$ cat config.mk
export PLATFORM = sky130hd
export DESIGN_NAME = mips_multicycle_ctrl
export DESIGN_NICKNAME = d
export VERILOG_FILES = /design/src/rtl/mips_pkg.sv /design/src/rtl/mips_aludec.sv /design/src/rtl/mips_multicycle_ctrl.sv
export SDC_FILE = /design/constraint.sdc
export NUM_CORES = 1
export LEC_CHECK = 0
export ABC_AREA = 1
export CAP_MARGIN = 20
export CORE_AREA = 10 10 47 49
export CTS_BUF_LIST = sky130_fd_sc_hd__clkbuf_4
export DETAILED_ROUTE_END_ITERATION = 6
export DIE_AREA = 0 0 57 59
export DONT_BUFFER_PORTS = 1
export HOLD_SLACK_MARGIN = 0.08
export RECOVER_POWER = 100
export SYNTH_ARGS = -nofsm -noshare
export SYNTH_HDL_FRONTEND = slang
export SYNTH_SLANG_ARGS = --single-unit
$ cat constraint.sdc
create_clock -name clk -period 1.4 [get_ports clk]
set_clock_uncertainty 0.05 [all_clocks]
set_input_delay 0.28 -clock clk [delete_from_list [all_inputs] [get_ports clk]]
set_output_delay 0.28 -clock clk [all_outputs]
set_load 0.05 [all_outputs]
$ cat src/rtl/mips_pkg.sv
// Shared encodings for the multicycle MIPS control path: ISA field constants,
// ALU operation codes and the controller state set.
package mips_pkg;

   localparam logic [5:0] OP_RTYPE = 6'b000000;
   localparam logic [5:0] OP_LW    = 6'b100011;
   localparam logic [5:0] OP_SW    = 6'b101011;
   localparam logic [5:0] OP_BEQ   = 6'b000100;
   localparam logic [5:0] OP_ADDI  = 6'b001000;
   localparam logic [5:0] OP_J     = 6'b000010;

   localparam logic [5:0] FN_ADD = 6'b100000;
   localparam logic [5:0] FN_SUB = 6'b100010;
   localparam logic [5:0] FN_AND = 6'b100100;
   localparam logic [5:0] FN_OR  = 6'b100101;
   localparam logic [5:0] FN_SLT = 6'b101010;

   localparam logic [2:0] ALU_AND = 3'b000;
   localparam logic [2:0] ALU_OR  = 3'b001;
   localparam logic [2:0] ALU_ADD = 3'b010;
   localparam logic [2:0] ALU_SUB = 3'b110;
   localparam logic [2:0] ALU_SLT = 3'b111;

   // ALUOP_ADD is the all-zero code so idle states naturally request an add
   typedef enum logic [1:0] {
      ALUOP_ADD   = 2'b00,
      ALUOP_SUB   = 2'b01,
      ALUOP_FUNCT = 2'b10
   } aluop_e;

   typedef enum logic [3:0] {
      S_FETCH   = 4'd0,
      S_DECODE  = 4'd1,
      S_MEMADR  = 4'd2,
      S_MEMRD   = 4'd3,
      S_MEMWB   = 4'd4,
      S_MEMWR   = 4'd5,
      S_RTYPEEX = 4'd6,
      S_RTYPEWB = 4'd7,
      S_BEQEX   = 4'd8,
      S_ADDIEX  = 4'd9,
      S_ADDIWB  = 4'd10,
      S_JEX     = 4'd11
   } state_e;

endpackage

$ cat src/rtl/mips_aludec.sv
// Combinational ALU decoder: maps the FSM's aluop request and the R-type
// funct field onto the 3-bit ALU operation code.
module mips_aludec
   import mips_pkg::*;
(
   input  aluop_e     aluop,
   input  logic [5:0] funct,
   output logic [2:0] alucontrol
);

   always_comb begin
      alucontrol = ALU_ADD;
      case (aluop)
         ALUOP_ADD: alucontrol = ALU_ADD;
         ALUOP_SUB: alucontrol = ALU_SUB;
         ALUOP_FUNCT: begin
            case (funct)
               FN_ADD:  alucontrol = ALU_ADD;
               FN_SUB:  alucontrol = ALU_SUB;
               FN_AND:  alucontrol = ALU_AND;
               FN_OR:   alucontrol = ALU_OR;
               FN_SLT:  alucontrol = ALU_SLT;
               default: alucontrol = ALU_ADD;
            endcase
         end
         default: alucontrol = ALU_ADD;
      endcase
   end

endmodule

$ cat src/rtl/mips_multicycle_ctrl.sv
// Main Moore control FSM for the multicycle MIPS datapath; memory states
// stall on mem_ready and write strobes are masked while reset is low.
//
// state     | meaning
// FETCH     | read instr at PC, PC+4 -> PC, load IR (waits on mem_ready)
// DECODE    | read regs, branch target -> ALUOut, dispatch on opcode
// MEMADR    | rs + signext(imm) -> ALUOut
// MEMRD     | read memory at ALUOut (waits on mem_ready)
// MEMWB     | MDR -> rt
// MEMWR     | write rt to memory at ALUOut (waits on mem_ready)
// RTYPEEX   | rs op rt -> ALUOut
// RTYPEWB   | ALUOut -> rd
// BEQEX     | compare rs/rt, branch to ALUOut when equal
// ADDIEX    | rs + signext(imm) -> ALUOut
// ADDIWB    | ALUOut -> rt
// JEX       | jump target -> PC
module mips_multicycle_ctrl
   import mips_pkg::*;
(
   input  logic       clk,
   input  logic       reset,
   input  logic [5:0] opcode,
   input  logic [5:0] funct,
   input  logic       zero,
   input  logic       mem_ready,
   output logic       pcen,
   output logic       irwrite,
   output logic       iord,
   output logic       memwrite,
   output logic       regwrite,
   output logic       regdst,
   output logic       memtoreg,
   output logic       alusrca,
   output logic [1:0] alusrcb,
   output logic [1:0] pcsrc,
   output logic [2:0] alucontrol
);

   state_e state, state_nxt;
   aluop_e aluop;
   logic   pcwrite, branch, irwrite_s, memwrite_s, regwrite_s;

   always_ff @(posedge clk or negedge reset) begin
      if (!reset) state <= S_FETCH;
      else        state <= state_nxt;
   end

   always_comb begin
      state_nxt  = S_FETCH;
      aluop      = ALUOP_ADD;
      pcwrite    = 1'b0;
      branch     = 1'b0;
      irwrite_s  = 1'b0;
      memwrite_s = 1'b0;
      regwrite_s = 1'b0;
      iord       = 1'b0;
      regdst     = 1'b0;
      memtoreg   = 1'b0;
      alusrca    = 1'b0;
      alusrcb    = 2'b00;
      pcsrc      = 2'b00;
      case (state)
         S_FETCH: begin
            alusrcb   = 2'b01;
            irwrite_s = mem_ready;
            pcwrite   = mem_ready;
            state_nxt = mem_ready ? S_DECODE : S_FETCH;
         end
         S_DECODE: begin
            alusrcb = 2'b11;
            case (opcode)
               OP_LW, OP_SW: state_nxt = S_MEMADR;
               OP_RTYPE:     state_nxt = S_RTYPEEX;
               OP_BEQ:       state_nxt = S_BEQEX;
               OP_ADDI:      state_nxt = S_ADDIEX;
               OP_J:         state_nxt = S_JEX;
               default:      state_nxt = S_FETCH;
            endcase
         end
         S_MEMADR: begin
            alusrca   = 1'b1;
            alusrcb   = 2'b10;
            state_nxt = (opcode == OP_SW) ? S_MEMWR : S_MEMRD;
         end
         S_MEMRD: begin
            iord      = 1'b1;
            state_nxt = mem_ready ? S_MEMWB : S_MEMRD;
         end
         S_MEMWB: begin
            memtoreg   = 1'b1;
            regwrite_s = 1'b1;
         end
         S_MEMWR: begin
            iord       = 1'b1;
            memwrite_s = 1'b1;
            state_nxt  = mem_ready ? S_FETCH : S_MEMWR;
         end
         S_RTYPEEX: begin
            alusrca   = 1'b1;
            aluop     = ALUOP_FUNCT;
            state_nxt = S_RTYPEWB;
         end
         S_RTYPEWB: begin
            regdst     = 1'b1;
            regwrite_s = 1'b1;
         end
         S_BEQEX: begin
            alusrca = 1'b1;
            aluop   = ALUOP_SUB;
            pcsrc   = 2'b01;
            branch  = 1'b1;
         end
         S_ADDIEX: begin
            alusrca   = 1'b1;
            alusrcb   = 2'b10;
            state_nxt = S_ADDIWB;
         end
         S_ADDIWB: regwrite_s = 1'b1;
         S_JEX: begin
            pcsrc   = 2'b10;
            pcwrite = 1'b1;
         end
         default: state_nxt = S_FETCH;
      endcase
   end

   // Architectural writes are masked during reset so nothing half-done lands
   assign pcen     = reset & (pcwrite | (branch & zero));
   assign irwrite  = reset & irwrite_s;
   assign memwrite = reset & memwrite_s;
   assign regwrite = reset & regwrite_s;

   mips_aludec u_aludec (
      .aluop      (aluop),
      .funct      (funct),
      .alucontrol (alucontrol)
   );

endmodule
==> results of run 1 <==
cell usage after synthesis:
cell      instances
nand2_1          33
inv_1            25
nor2_1           25
nand3_1          15
dfrtp_1           4
ha_1              3
nor2_2            3
nand2_2           2
nor2_4            2
o21ai_0           2
a21oi_1           1
nand3b_1          1
nand4_1           1
nor3b_1           1
stage by stage:
stage / TNS, ns / util (%)
after CTS: -5.95 / 95.5
after detailed placement: -2.10 / 77.2
after global placement: -1.56 / 77.2
after floorplan: -2.03 / -
repair_timing:
item / in CTS
hold buffers: 1
resized for setup: 38
gates cloned: 0
buffers inserted: 13
pin swaps: 20
endpoints found under the setup margin: 18
hold endpoints to repair: 4
kinds of logic after synthesis:
logic type                 Yosys count
and+or+nand+nor                     83
buffers and inverters               25
AOI/OAI and AO/OA                    3
adders and majority gates            3
DFF                                  4
==> flow_metrics.env, run 1 <==
export IMPL_synthMuxAreaShare_pct=0
export IMPL_synth_xor_area_share_pct=0
export IMPL_htreeDepth=1
export IMPL_synth_cells=118
export IMPL_synth_adder_area_share_pct=6.11
export IMPL_syn_area_per_cell_um2=5.21
export IMPL_yosys_area_top_type_share_pct=20.2
export IMPL_gp_congestion=0.790
export IMPL_cts_buffers_inserted=3
export IMPL_dpl_hpwl_um=1780
export IMPL_status="aborted with a tool error"
export IMPL_die_height_um=59
export IMPL_lastStage="global routing (5_1_grt)"
export IMPL_ys_warn_count=0
export IMPL_ioPinCount=31
export IMPL_portBuffers=0
export IMPL_cts_sinks=4
export IMPL_cts_buffer_depth=2
export IMPL_initial_utilization_pct=43.8
export IMPL_synth_area_um2=614
export IMPL_netlist_top_cell_by_area="nand2_1"
export IMPL_postPlaceCellArea_um2=1080
export IMPL_ys_top_cells_by_area="nand2_1 (20%), dfrtp_1 (16%), inv_1 (15%)"
export IMPL_synth_top_family_by_area="simple AND/OR/NAND/NOR gates"
export IMPL_grt_max_degree=6
export IMPL_seq_area_frac_synth_pct=16.3
export IMPL_clockRootBuffer="clkbuf_4"
export IMPL_worstEpCategory="primary output"
export IMPL_crit_endpoint="alucontrol[0]"
export IMPL_synth_simple_gate_area_share_pct=59.9
export IMPL_synth_cell_types=14
export IMPL_tool_error="[ERROR DPL-0038] Utilization greater than 100%, impossible to legalize"
export IMPL_ys_seq_elements=4
export IMPL_synth_compound_area_share_pct=2.44
export IMPL_fp_dieW_um=57
export IMPL_syn_nets=137
export IMPL_num_rows=14
export IMPL_dp_cells=165
export IMPL_pre_cts_ws_ns=-0.332
==> run 2, diff against run 1 <==
--- a/config.mk
+++ b/config.mk
@@ -7,12 +7,11 @@
 export LEC_CHECK = 0
 export ABC_AREA = 1
 export CAP_MARGIN = 20
-export CORE_AREA = 10 10 47 49
-export CTS_BUF_LIST = sky130_fd_sc_hd__clkbuf_4
+export CORE_AREA = 10 10 71 73
 export DETAILED_ROUTE_END_ITERATION = 6
-export DIE_AREA = 0 0 57 59
+export DIE_AREA = 0 0 81 83
 export DONT_BUFFER_PORTS = 1
-export HOLD_SLACK_MARGIN = 0.08
+export PLACE_DENSITY_LB_ADDON = 0.15
 export RECOVER_POWER = 100
 export SYNTH_ARGS = -nofsm -noshare
 export SYNTH_HDL_FRONTEND = slang
==> constraint.sdc (replaced) <==
create_clock -name clk -period 1.8 [get_ports clk]
set_clock_uncertainty 0.05 [all_clocks]
set_input_delay 0.36 -clock clk [delete_from_list [all_inputs] [get_ports clk]]
set_output_delay 0.36 -clock clk [all_outputs]
set_load 0.05 [all_outputs]
==> run 2 against run 1 <==
The flow now finishes, with violations (setup timing); synthesized cell count stayed put; synthesized area stayed put.
==> flow_metrics.env, run 2 <==
export IMPL_status="complete, but fails checks"
export IMPL_violations="setup timing"
export IMPL_tns_ns=-0.620
export IMPL_syn_area_per_cell_um2=5.21
export IMPL_min_period_ns=1.97
export IMPL_coreArea_um2=3630
export IMPL_die_area_um2=6720
export IMPL_synth_cells=118
export IMPL_setup_viol=5
export IMPL_worstMarginPinSlew_ns=0.371
export IMPL_worst_path_buf_inv=3
export IMPL_end_kind="output pin"
export IMPL_nets=172
export IMPL_dp_cells=186
export IMPL_seq_area_um2=101
export IMPL_wl_um=2260
export IMPL_postPlaceCellArea_um2=958
export IMPL_largest_reg_flops=4
export IMPL_ys_top_cells_by_area="nand2_1 (20%), dfrtp_1 (16%), inv_1 (15%)"
export IMPL_rsz0062_at_grt="true"
export IMPL_htreeDepth=1
export IMPL_synth_commonest_cells="nand2_1 (33), inv_1 (25), nor2_1 (25)"
export IMPL_cts_tree="yes"
export IMPL_regMostFlops="state"
export IMPL_slowest_delay_ns=0.37
export IMPL_peakVddDrop_v=0.000659
export IMPL_fillCellCount=414
export IMPL_synthMostInstantiatedCell="nand2_1"
export IMPL_period_share_pct=110
export IMPL_final_util_pct=32.6
export IMPL_drtPass1Iterations=4
export IMPL_path_cells="buf_6, nor2_4, inv_2, nor2_2, ha_2, a21oi_4, buf_12"
export IMPL_antenna_found_initial=0
export IMPL_seq_area_frac_synth_pct=16.3
export IMPL_largestRegisters="state (4)"
export IMPL_cp_slowest_cell="dfrtp_1"
export IMPL_netlist_top_cell_by_area="nand2_1"
export IMPL_synth_cell_types=14
export IMPL_die_height_um=83
export IMPL_synth_area_um2=614
export IMPL_gp_congestion=0.714
export IMPL_power_density_nw_per_um2=1160
export IMPL_via_count=787
export IMPL_dr_first_iter_drc_count=24
export IMPL_clock_latency_ns=0.21
export IMPL_num_rows=22
export IMPL_grt_pass1_vias=859
export IMPL_grt_pass1_wl_um=3750
export IMPL_fmax_ghz=0.506
export IMPL_drive_gt1_share_pct=43.7
export IMPL_cts_buffers_inserted=3
export IMPL_path_max_fanout=2
export IMPL_final_common_cell="nand2_1"
export IMPL_ant_nets=0
export IMPL_ys_warn_count=0
export IMPL_portBuffers=0
export IMPL_cp_start_kind="flop"
export IMPL_design_area_um2=1180
export IMPL_via_per_inst=3.95
export IMPL_p_total_mw=1.38
export IMPL_yosys_area_top_type_share_pct=20.2
export IMPL_cts_sinks=4
export IMPL_worst_hold_slack_ns=0.293
export IMPL_syn_nets=137
export IMPL_cp_top_family="flip-flops"
export IMPL_required_ns=1.39
export IMPL_hold_viol_final=0
export IMPL_ioPinCount=31
export IMPL_fin_cells=199
export IMPL_fp_dieW_um=81
export IMPL_grt_util_all_layers_pct=6.84
export IMPL_pre_cts_ws_ns=-0.0204
export IMPL_grt_max_degree=6
export IMPL_async_flop_share_pct=100
export IMPL_hp_class="input port to flop"
export IMPL_multi_input_area_um2=564
export IMPL_dpl_hpwl_um=1880
export IMPL_worstSetupPathType="flop to output pin"
export IMPL_cp_arrival_ns=1.56
export IMPL_cap_violations=0
export IMPL_diodes=0
export IMPL_leakagePower_nw=0.626
export IMPL_cts_buffer_depth=2
export IMPL_drc_errors=0
export IMPL_initial_utilization_pct=16.9
export IMPL_drv_slew=0
export IMPL_synth_ff_type="dfrtp_1"
export IMPL_ys_seq_elements=4
export IMPL_overflow=0
export IMPL_synth_edf_count=0
export IMPL_clk_pin_slew_ns=0.03
export IMPL_clockRootBuffer="clkbuf_8"
export IMPL_final_cell_mix="nand2_1 (30), nor2_1 (20), inv_1 (17)"
export IMPL_detail_route_wl_per_cell_um=11.3
export IMPL_area_growth_pct=92.9
export IMPL_slew_headroom_pct=75.2
export IMPL_fin_ws_ns=-0.175
-- run 2: cell counts after synthesis --
No cell type changed its count.
-- run 2: cell families after synthesis --
family	Yosys count	share of synthesized area [%]
and+or+nand+nor	83	59.9
buffers and inverters	25	15.3
AOI/OAI and AO/OA	3	2.44
adders and majority gates	3	6.11
DFF	4	16.3
-- run 2: path summary, 6_finish.rpt --
kind / start / to / slack, ns / cells past startpoint
setup / recovery: state[2] / alucontrol[2] / -0.17 / 7
hold / removal: opcode[3] / state[3] / 0.29 / 3
setup reg to reg: state[3] / state[1] / 0.42 / 8
hold reg to reg: state[1] / state[3] / 0.76 / 4
max in group asynchronous: reset / state[3] / 1.13 / 1
min in group asynchronous: reset / state[2] / 0.38 / 1
-- run 2: area by class of cell --
type / instances / area share [%]
Tap cell: 48 / 5.07
Multi-Input combinational cell: 89 / 47.6
Inverter: 25 / 8.24
Clock buffer: 3 / 3.48
Sequential cell: 4 / 8.55
Timing Repair Buffer: 30 / 27.0
-- run 2: worst reg2reg max path: stages, from the launching register on --
cell	delay, ns
dfrtp_2	0.43
inv_2	0.09
nor2_4	0.04
buf_4	0.12
buf_6	0.12
nand2_4	0.10
nand2_1	0.06
nor2_1	0.13
nand3_1	0.11
-- run 2: per-layer routing --
| metal | GRT usage [%] | up-vias | routed length [um] |
|---|---|---|---|
| met5 | 0 | - | 0 |
| met4 | 3.29 | 0 | 21 |
| met3 | 1.94 | 2 | 167 |
| met2 | 12.1 | 19 | 1200 |
| met1 | 7.05 | 340 | 873 |
| li1 | - | 426 | - |
-- run 2: power breakdown --
part	internal [mW]	switching, mW
Sequential	0.119	0.0276
Combinational	0.402	0.647
Clock	0.142	0.0416
Total	0.663	0.716
-- run 2: repair_timing --
action | 4_1_cts | 5_1_grt
pin swaps | 12 | 15
endpoints found under the hold margin | 4 | 0
setup endpoints to repair | 7 | 9
resized for setup | 11 | 20
buffers inserted | 8 | 2
hold buffers | 1 | 0
Note: power is estimated with default switching activity, not from simulation.
==> run 3, diff against run 2 <==
--- a/config.mk
+++ b/config.mk
@@ -5,7 +5,6 @@
 export SDC_FILE = /design/constraint.sdc
 export NUM_CORES = 1
 export LEC_CHECK = 0
-export ABC_AREA = 1
 export CAP_MARGIN = 20
 export CORE_AREA = 10 10 71 73
 export DETAILED_ROUTE_END_ITERATION = 6
==> run 3 against run 2 <==
The run still ends with setup timing left; sequential cell count is the same; non-clock buffer count grew 15; clock power increased by 2%; final area rose by 24%; critical path type unchanged.
==> flow_metrics.env, run 3 <==
export IMPL_status="complete, but fails checks"
export IMPL_violations="setup timing"
export IMPL_drive_gt1_share_pct=63.9
export IMPL_clockRootBuffer="clkbuf_8"
export IMPL_cts_tree="yes"
export IMPL_ioPinCount=31
export IMPL_clk_pin_slew_ns=0.03
export IMPL_cts_sinks=4
export IMPL_largestRegisters="state (4)"
export IMPL_min_to="state[2]"
export IMPL_area_growth_pct=117
export IMPL_grt_util_all_layers_pct=7.27
export IMPL_grt_max_degree=15
export IMPL_end_kind="output pin"
export IMPL_syn_nets=111
export IMPL_leakagePower_nw=0.578
export IMPL_drv_slew=0
export IMPL_portBuffers=0
export IMPL_fp_dieW_um=81
export IMPL_r2r_start="state[1]"
export IMPL_detail_route_wl_per_cell_um=14.5
export IMPL_cts_buffer_depth=2
export IMPL_gp_congestion=0.701
export IMPL_diodes=0
export IMPL_final_common_cell="buf_4"
export IMPL_cp_slowest_cell="dfrtp_2"
export IMPL_syn_area_per_cell_um2=7.37
export IMPL_cts_buffers_inserted=3
export IMPL_overflow=0
export IMPL_via_count=844
export IMPL_synth_cell_types=41
export IMPL_fmax_ghz=0.458
export IMPL_whs_path_depth=1
export IMPL_grt_pass1_wl_um=4040
export IMPL_synth_commonest_cells="nand2_1 (8), nor2_1 (8), buf_2 (5), inv_1 (5)"
export IMPL_final_cell_mix="buf_4 (24), buf_12 (11), buf_6 (7)"
export IMPL_required_ns=1.39
export IMPL_path_cells="nor2b_2, nand3b_1, inv_1, ha_2, nand2_2, nor4_4, a32o_2, buf_12"
export IMPL_clock_latency_ns=0.22
export IMPL_worstSetupPathType="flop to output pin"
export IMPL_drc_errors=0
export IMPL_grt_pass1_vias=822
export IMPL_nets=154
export IMPL_ff2ff_setup_slack_ns=0.21
export IMPL_dr_first_iter_drc_count=22
export IMPL_via_per_inst=4.66
export IMPL_synth_edf_count=0
export IMPL_slowest_delay_ns=0.45
export IMPL_peakVddDrop_v=0.000890
export IMPL_hold_viol_final=0
export IMPL_synth_area_um2=678
export IMPL_worst_hold_slack_ns=0.252
export IMPL_largest_reg_flops=4
export IMPL_coreArea_um2=3630
export IMPL_setup_viol=10
export IMPL_path_max_fanout=4
export IMPL_min_period_ns=2.18
export IMPL_dpl_hpwl_um=1860
export IMPL_synth_ff_type="dfrtp_1"
export IMPL_die_height_um=83
export IMPL_rr_worst_depth=6
export IMPL_cp_start_kind="flop"
export IMPL_antenna_found_initial=0
export IMPL_num_rows=22
export IMPL_ys_seq_elements=4
export IMPL_ant_nets=0
export IMPL_yosys_area_top_type_share_pct=14.8
export IMPL_cp_arrival_ns=1.77
export IMPL_wl_um=2620
export IMPL_drtPass1Iterations=2
export IMPL_seq_area_frac_synth_pct=14.8
export IMPL_initial_utilization_pct=18.7
export IMPL_htreeDepth=1
export IMPL_async_flop_share_pct=100
export IMPL_ys_top_cells_by_area="dfrtp_1 (15%), ha_1 (5.5%), nand2_1 (4.4%)"
export IMPL_min_from="opcode[2]"
export IMPL_period_share_pct=121
export IMPL_power_density_nw_per_um2=1280
export IMPL_slew_headroom_pct=69.3
export IMPL_die_area_um2=6720
export IMPL_synth_cells=92
export IMPL_fin_cells=181
export IMPL_r2r_end="state[2]"
export IMPL_fin_ws_ns=-0.383
export IMPL_rsz0062_at_grt="true"
export IMPL_dp_cells=167
export IMPL_worstMarginPinSlew_ns=0.454
export IMPL_ys_warn_count=0
export IMPL_cap_violations=0
export IMPL_regMostFlops="state"
export IMPL_netlist_top_cell_by_area="dfrtp_1"
export IMPL_hp_class="input port to flop"
==> run 3: cell count changes in the layout (fill, tap and decap cells not counted), moves of 5 or more <==
cell	change
nand3_1	-9
nor2_1	-15
nand2_1	-24
buf_12	+6
inv_1	-14
inv_2	-5
buf_4	+8
==> run 3: how the worst max path moves through the flow <==
| stage | from | endpoint | slack [ns] | cells past startpoint |
|---|---|---|---|---|
| after floorplan | state[2] | alucontrol[0] | -0.51 | 8 |
| after global placement | state[3] | alucontrol[0] | -0.17 | 8 |
| after detailed placement | state[3] | alucontrol[0] | -0.24 | 8 |
| after CTS | state[3] | alucontrol[0] | -0.35 | 8 |
| after global routing | state[3] | alucontrol[0] | -0.49 | 8 |
| final | state[3] | alucontrol[0] | -0.38 | 8 |
==> run 3: worst max-delay path: cells and delay by family, from the launching register on <==
family,cells,cell delay (ns)
DFF,1,0.45
buffers and inverters,2,0.22
adders and majority gates,1,0.18
and+or+nand+nor,4,0.49
AOI/OAI and AO/OA,1,0.22
==> run 3: layout make-up <==
class | count | area, um2
clock buffers | 3 | 41.3
fillers | 388 | 2160
inverters | 5 | 18.8
multi-input cells | 76 | 731
flip-flops and latches | 4 | 103
well taps | 48 | 60.1
repair buffers | 45 | 519
==> run 3: cells by family after synthesis <==
logic type	after synthesis	share of synthesized area, %
and+or+nand+nor	52	47.6
AOI/OAI and AO/OA	18	18.6
buffers and inverters	12	9.23
DFF	4	14.8
adders and majority gates	3	5.54
xor gates and xnor gates	2	2.58
muxes	1	1.66
==> run 3: power breakdown <==
| group | switching [mW] | internal, mW |
|---|---|---|
| registers | 0.0445 | 0.121 |
| clock network | 0.0453 | 0.142 |
| logic | 0.756 | 0.778 |
==> run 3: metal layers <==
layer	global-route usage [%]	wire length [um]	vias to the layer above
li1	-	-	424
met1	8.46	1020	400
met2	11.5	1380	18
met3	1.83	188	2
met4	4.23	34	0
met5	0	0	-
==> run 3: stage by stage <==
stage / total power [mW] / TNS, ns / setup slack [ns] / util [%] / cell area [um2]
2_1_floorplan: 0.911 / -1.77 / -0.514 / - / 773
3_3_place_gp: 1.39 / -0.591 / -0.167 / 32.4 / 1180
3_5_place_dp: 1.40 / -0.775 / -0.240 / 32.4 / 1180
4_1_cts: 1.75 / -1.85 / -0.349 / 38.0 / 1380
5_1_grt: 2.01 / -2.54 / -0.488 / 40.5 / 1470
6_report: 1.89 / -1.86 / -0.383 / 40.5 / 1470
==> run 3: what timing repair did <==
action                                  CTS  global route
endpoints found under the setup margin   11            11
hold endpoints to repair                  4             0
setup buffers                             6             4
hold buffers                              1             0
gates resized for setup                  27            13
pin swaps                                 9             3
